File: config.mk
export PLATFORM = sky130hd
export DESIGN_NAME = boot_test_ctrl
export DESIGN_NICKNAME = d
export VERILOG_FILES = /design/src/rtl/boot_test_ctrl.sv
export SDC_FILE = /design/constraint.sdc
export NUM_CORES = 1
export LEC_CHECK = 0
export BUFFER_PORTS_ARGS = -buffer_cell sky130_fd_sc_hd__buf_4
export CORE_MARGIN = 2
export CORE_UTILIZATION = 45
export CTS_CLUSTER_DIAMETER = 150
export DETAILED_ROUTE_END_ITERATION = 16
export GPL_TIMING_DRIVEN = 0
export PLACE_DENSITY = 0.8
export SYNTH_ARGS = -nofsm -noshare
export SYNTH_HDL_FRONTEND = slang
export SYNTH_SLANG_ARGS = --single-unit
File: constraint.sdc
create_clock -name clk -period 2.3 [get_ports clk]
set_input_delay 0.23 -clock clk [delete_from_list [all_inputs] [get_ports clk]]
set_output_delay 0.23 -clock clk [all_outputs]
set_load 0.02 [all_outputs]
File: src/rtl/boot_test_ctrl.sv
// Self-test sequencer: loads a program image over the Ext_* port,
// runs the core, then latches a pass/fail/timeout verdict.
module boot_test_ctrl #(
  parameter logic [31:0] BASE_ADDR      = 32'd0,
  parameter int unsigned MAX_WORDS      = 64,
  parameter int unsigned TIMEOUT_CYCLES = 1000,
  parameter logic [31:0] PASS_ADDR      = 32'd100,
  parameter logic [31:0] PASS_DATA      = 32'd25,
  parameter logic [31:0] IGNORE_ADDR    = 32'd96
) (
  input  logic        clk,
  input  logic        reset,
  input  logic        start,
  input  logic        ld_valid,
  input  logic [31:0] ld_data,
  input  logic        ld_last,
  output logic        ld_ready,
  output logic        core_reset,
  output logic        Ext_MemWrite,
  output logic [31:0] Ext_WriteData,
  output logic [31:0] Ext_DataAdr,
  input  logic        MemWrite,
  input  logic [31:0] DataAdr,
  input  logic [31:0] WriteData,
  output logic        busy,
  output logic        done,
  output logic        pass,
  output logic        fail,
  output logic        timeout,
  output logic [31:0] run_cycles
);

  localparam int IDX_W = $clog2(MAX_WORDS) + 1;
  localparam logic [IDX_W-1:0] IDX_MAX  = IDX_W'(MAX_WORDS);
  localparam logic [IDX_W-1:0] IDX_LAST = IDX_W'(MAX_WORDS - 1);
  localparam logic [31:0] RUN_LIMIT = 32'(TIMEOUT_CYCLES - 1);

  typedef enum logic [2:0] {
    IDLE, LOAD, SETTLE, RUN, DONE
  } state_t;

  state_t state, stateNext;
  logic [IDX_W-1:0] wordIdx;
  logic handshake;
  logic lastWord;
  logic passHit;
  logic failHit;
  logic timeHit;
  logic launch;

  assign handshake = ld_valid && ld_ready;
  assign lastWord  = ld_last || (wordIdx == IDX_LAST);
  assign passHit   = MemWrite
                  && (DataAdr == PASS_ADDR)
                  && (WriteData == PASS_DATA);
  // A wrong-data store to PASS_ADDR is a failure too.
  assign failHit   = MemWrite
                  && (DataAdr != IGNORE_ADDR)
                  && !passHit;
  assign timeHit   = (run_cycles == RUN_LIMIT);
  assign launch    = start && ((state == IDLE) || (state == DONE));

  always_ff @(posedge clk) begin
    if (reset) state <= IDLE;
    else       state <= stateNext;
  end

  always_comb begin
    stateNext = state;
    unique case (state)
      IDLE:   if (start) stateNext = LOAD;
      LOAD:   if (handshake && lastWord) stateNext = SETTLE;
      SETTLE: stateNext = RUN;
      RUN:    if (passHit || failHit || timeHit) stateNext = DONE;
      DONE:   if (start) stateNext = LOAD;
      default: stateNext = IDLE;
    endcase
  end

  always_comb begin
    core_reset = 1'b1;
    ld_ready   = 1'b0;
    busy       = 1'b0;
    unique case (state)
      LOAD: begin
        ld_ready = (wordIdx < IDX_MAX);
        busy     = 1'b1;
      end
      SETTLE: busy = 1'b1;
      RUN: begin
        core_reset = 1'b0;
        busy       = 1'b1;
      end
      default: ;
    endcase
  end

  always_ff @(posedge clk) begin
    if (reset) begin
      Ext_MemWrite  <= 1'b0;
      Ext_WriteData <= '0;
      Ext_DataAdr   <= '0;
      wordIdx       <= '0;
      done          <= 1'b0;
      pass          <= 1'b0;
      fail          <= 1'b0;
      timeout       <= 1'b0;
      run_cycles    <= '0;
    end else begin
      Ext_MemWrite <= 1'b0;
      if (launch) begin
        wordIdx    <= '0;
        done       <= 1'b0;
        pass       <= 1'b0;
        fail       <= 1'b0;
        timeout    <= 1'b0;
        run_cycles <= '0;
      end
      if ((state == LOAD) && handshake) begin
        Ext_MemWrite  <= 1'b1;
        Ext_WriteData <= ld_data;
        Ext_DataAdr   <= BASE_ADDR + (32'(wordIdx) << 2);
        wordIdx       <= wordIdx + 1'b1;
      end
      if (state == RUN) begin
        run_cycles <= run_cycles + 32'd1;
        if (passHit) begin
          pass <= 1'b1;
          done <= 1'b1;
        end else if (failHit) begin
          fail <= 1'b1;
          done <= 1'b1;
        end else if (timeHit) begin
          timeout <= 1'b1;
          done    <= 1'b1;
        end
      end
    end
  end

endmodule

### Yosys cells after proc, flatten, opt, wreduce, memory -nomap -nowiden

Cells that the tools add are included.

* RAM bits: 0
* memories: 0
* bits in read-only memories: 0
* bits of input ports: 102
* logic and storage cells: 73
* output and inout port bits: 104
* register bits: 86
* bits in latches: 0

* div/mod/pow operators: 0
* reduce and logical (&&, ||, !) cells: 19
* bitwise operators: 0
* equality and inequality tests: 12
* add/subtract/negate cells: 2
* shift-type cells: 0
* order comparisons: 1
* multiplexer cells: 29
* multiply operators: 0

Operators by type and width (number)
* $mux 32: 2
* $add 32x1->32 const B: 1
* $eq 32x10->1 const B: 1
* $eq 32x5->1 const B: 1
* $eq 32x7->1 const B: 1
* $ne 32x7->1 const B: 1
* $mux 1: 21
* $mux 7: 2
* $pmux 3 s4: 1
* $mux 3: 3
* $logic_and 1x1->1: 8
* $add 7x1->7 const B: 1
* $eq 7x6->1 const B: 1
* $lt 7x7->1 const B: 1
* $eq 3x2->1 const B: 2
* $logic_or 1x1->1: 4
* $ne 2x2->1 const B: 2
* $reduce_bool 2->1: 2
* $eq 3x1->1 const B: 1
* $eq 3x3->1 const B: 1
* $logic_not 3->1: 1
* $reduce_and 3->1: 1
* $reduce_or 3->1: 1
* $ne 2x1->1 const B: 1
* other kinds (2): 2

### Longest topological paths before layout

* depth after elaboration: 9
* gate-level depth with buffers: 8
* mapped depth without buffers: 6

### Least setup slack after synthesis

Ideal clock, no wire load.

* kind: register -> register
* start point: register state[2]
* end point: register state[0]
* data arrival time: 2190 ps
* cell stages (with the launch flop): 7
* path buffers: 1
* data required time: 2181 ps
* period minus slack after synthesis: 2309 ps
* slack: -9 ps
* library setup time: 119 ps
* path through: dfxtp_1 nor4b_1 and2_1 clkbuf_1 a21bo_2 a21oi_1 o221a_2

* word-level cells in the longest chain between the ends: 6
* elaborated cells on any way between the ends: 14
* classes of those cells: 7 x eq/ne; 2 x mux; 5 x reduce/logical

Ends and longest elaborated chain
* start: declaration: RTL line 42 `state_t state, stateNext;`
* start signal: assignment: RTL line 65 `else state <= stateNext;`
* $eq 3x1->1: RTL line 84 `unique case (state)`
* $mux 1: RTL line 84
* net ld_ready: RTL line 17 `output logic ld_ready,`
* $logic_and 1x1->1: RTL line 51 `assign handshake = ld_valid && ld_ready;`
* $logic_and 1x1->1: RTL line 72 `LOAD: if (handshake && lastWord) stateNext = SETTLE;`
* $ne 2x2->1 (no source line)
* $reduce_and 3->1 (no source line)

The timed path passes the listed nets, and every way through them passes these cells.
A chain may end at the register's enable or synchronous reset.

### Worst setup path in the final report

* start point: register run_cycles[5]
* end point: register state[2]

* word-level cells in the longest chain between the ends: 4

Ends and longest elaborated chain
* start: declaration: RTL line 30 `output logic [31:0] run_cycles`
* start signal: assignment: RTL line 126 `run_cycles <= run_cycles + 32'd1;`
* $eq 32x10->1: RTL line 60 `assign timeHit = (run_cycles == RUN_LIMIT);`
* $logic_or 1x1->1: RTL line 74 `RUN: if (passHit || failHit || timeHit) stateNext = DONE;`
* $ne 2x2->1 (no source line)
* $reduce_and 3->1 (no source line)

Every way passes these cells.

==> results by group <==
Outcome
  • Status: complete, no violations

Synthesis
  • Yosys cell types: 45
  • Proportion of synthesized chip area in sequential cells: 43.3%
  • Synth area leaders: dfxtp_1 43%, nand2_1 9.5%, a21oi_1 8.2%
  • Ys flop type: dfxtp_1
  • Syn_area_per_cell: 7.92 µm²
  • Post-synth top area cell: dfxtp_1
  • Post-Syn Area: 3980 µm²
  • Post-synth EDFFs: 0
  • Synth Register Bits: 86
  • Total number of yosys warnings: 0
  • Top cell type's share of synthesized area: 43.3%
  • Post-synthesis async set-or-reset flop share: 0%
  • Post-Synthesis Cells: 502

Setup path
  • CP bufs+invs: 1
  • CP peak stage delay: 0.61 ns
  • WS Path Type: reg -> reg
  • CP delay by family, top: simple AND/OR/NAND/NOR gates
  • Crit path cell chain: buf_2 > and4_1 > nand2_1 > nor4_1 > o21ai_0 > a21oi_1
  • Slowest-stage cell, CP: nor4_1
  • Max FO, Critical Path: 9
  • CP arrival: 2.39 ns
  • CP required: 2.58 ns
  • Critical Path End Type: flop
  • Worst Setup Start Kind: flop

Cells and area
  • Antenna fix cells: 0
  • Most common cell after layout, fill and taps aside: buf_4
  • Most frequent cells in the layout: 204 x buf_4, 101 x nand2_1, 86 x dfxtp_1
  • Area growth, synth to finish: 44.9%
  • Share of cells above drive strength 1: 33.5%
  • Fin cells: 828
  • Final nets: 819

Pwr
  • Register share of total power: 51.2%
  • Clock network fraction of total power: 33.3%
  • Switch share: 28.5%
  • NetSw: 0.000857 W
  • Pleak: 2.45 nW
  • Max IR drop VDD: 0.000470 V
  • Cell Pwr Density: 522 nW/µm²
  • Cell Int Power: 0.00215 W
  • Gate power share: 15.5%

Route
  • DR pass1 iterations: 4
  • DRT iter0 DRCs: 181
  • Routed Wire Length: 12,000 µm
  • Via density: 5.26
  • Residual DRC: 0
  • Antenna-violating nets left: 0
  • Routed via count: 4,355
  • WL per Instance: 14.5 µm

Global route
  • Vias in the first global route: 4,319
  • Largest net degree at the start of global routing: 17
  • Grt ovf: 0
  • First-pass GRT wire length: 19,800 µm
  • Total GRT Usage: 24.7%
  • Initial antenna violation count: 0

Clock network
  • CTS tree: yes
  • Clk root buf: clkbuf_8
  • Skew-Pair Late Insertion Delay: 0.36 ns
  • Hold buffer count at CTS: 0
  • CTS clk-pin slew, worst paths: 0.10 ns
  • # Post-CTS Setup Buffers: 0
  • TritonCTS Buffers: 9
  • Clock Sinks: 86
  • CTS Buffer Depth: 2
  • H-tree levels: 3

STA
  • Crit path time final: 2.11 ns
  • Worst slew margin: 57.2%
  • FMAX: 0.474 GHz
  • Final worst-path cycle share: 91.6%
  • Slew @ Worst Pin: 0.635 ns
  • Clk_skew: 0.00929 ns
  • Final slew viol count: 0
  • Hold_ws: 0.108 ns
  • RSZ-0062 raised after global routing: no
  • Final setup viols: 0
  • Final worst slack: 0.193 ns
  • Final Hold Fails: 0

Place
  • Port Buf Inserts: 179
  • Post-placement cell count: 813
  • Final GP Congestion: 0.793
  • Worst slack, placed: -0.110 ns
  • HPWL Detailed: 9240 µm

Floorplanning
  • Chip width: 98.0 µm
  • Site row count: 34
  • # IOs: 206
  • Die Height: 98.0 µm
  • Starting density of the core: 46.0%
  • Die Footprint: 9600 µm²
  • Core area: 8640 µm²

Run
  • Max cap viols: 0

Worst hold path
  • Worst hold path class: in -> reg
power groups by stage:
stage                     clock (W)  sequential, W  combinational [W]
after floorplan                   0        0.00160           0.000202
after global placement            0        0.00157           0.000455
after detailed placement          0        0.00157           0.000464
after CTS                   0.00102        0.00154           0.000466
after global routing        0.00108        0.00154           0.000506
final                      0.000999        0.00154           0.000466
sequential cells by signal (all words and copies together), names as in the netlist:
| name | cells |
|---|---|
| run_cycles | 32 |
| done | 1 |
| Ext_MemWrite | 1 |
| fail | 1 |
| pass | 1 |
| Ext_DataAdr | 7 |
| timeout | 1 |
| state | 3 |
| wordIdx | 7 |
| Ext_WriteData | 32 |
logic make-up after synthesis:
family          Yosys count  share of synthesized area [%]
simple gates            236                           28.5
compound gates          109                           16.7
flops                    86                           43.3
buf+inv                  60                           8.56
mux                       8                           2.20
fa+ha+maj                 2                          0.629
other cells               1                         0.0943
synthesized netlist by cell type (all sizes together) (3+ instances only):
cell type	n
or4	3
clkbuf	23
nor4	20
o211ai	6
nand4	15
buf	30
dfxtp	86
or3	5
and4	4
nand3b	5
a21oi	65
and3	7
inv	7
nand2	101
o311ai	4
o21ai	9
and2	3
nand3	21
nor3	7
o2111ai	6
nor2	39
o41ai	6
mux2	6
through the flow:
| stage | cell area [µm²] | utilization [%] | total power, W | TNS (ns) |
|---|---|---|---|---|
| floorplan | 4070 | - | 0.00180 | 0 |
| global placement | 5550 | 64.3 | 0.00202 | -0.168 |
| detailed placement | 5550 | 64.3 | 0.00204 | -0.505 |
| CTS | 5740 | 66.5 | 0.00302 | 0 |
| global route | 5760 | 66.7 | 0.00313 | 0 |
| finish | 5760 | 66.7 | 0.00300 | 0 |
worst register-to-register path, delay by kind of cell, from the launching register on:
kind,cells,cell delay [ns]
AO/OA/AOI/OAI,2,0.44
buffers and inverters,1,0.19
flip-flops,1,0.35
AND/OR/NAND/NOR,3,1.05
per-layer routing:
layer | global-route usage (%) | routed length, µm
met3 | 8.02 | 967
met2 | 40.8 | 5840
met5 | 0 | 0
met1 | 30.4 | 4970
met4 | 8.65 | 192
what timing repair did:
| item | in CTS | in global routing |
|---|---|---|
| endpoints found under the setup margin | 6 | 8 |
| pin swaps | 0 | 0 |
| gates resized for setup | 2 | 4 |
worst paths after layout:
check | cells past startpoint | to | start | slack, ns
worst min register to register | 2 | Ext_WriteData[13] | Ext_WriteData[13] | 0.46
worst min-delay path | 3 | Ext_WriteData[2] | ld_data[2] | 0.11
worst max register to register | 6 | state[2] | run_cycles[5] | 0.19
worst max-delay path | 6 | state[2] | run_cycles[5] | 0.19
cell type report:
| class | count | area (µm²) |
|---|---|---|
| clock inverter | 7 | 56.3 |
| clock buffer | 9 | 124 |
| inverter | 7 | 31.3 |
| sequential | 86 | 1720 |
| buffer | 52 | 305 |
| timing repair buffer | 179 | 1340 |
| fill | 752 | 2880 |
| multi-input combinational | 380 | 2040 |
| tap | 108 | 135 |
No activity file was read; power rests on OpenSTA's default activity.
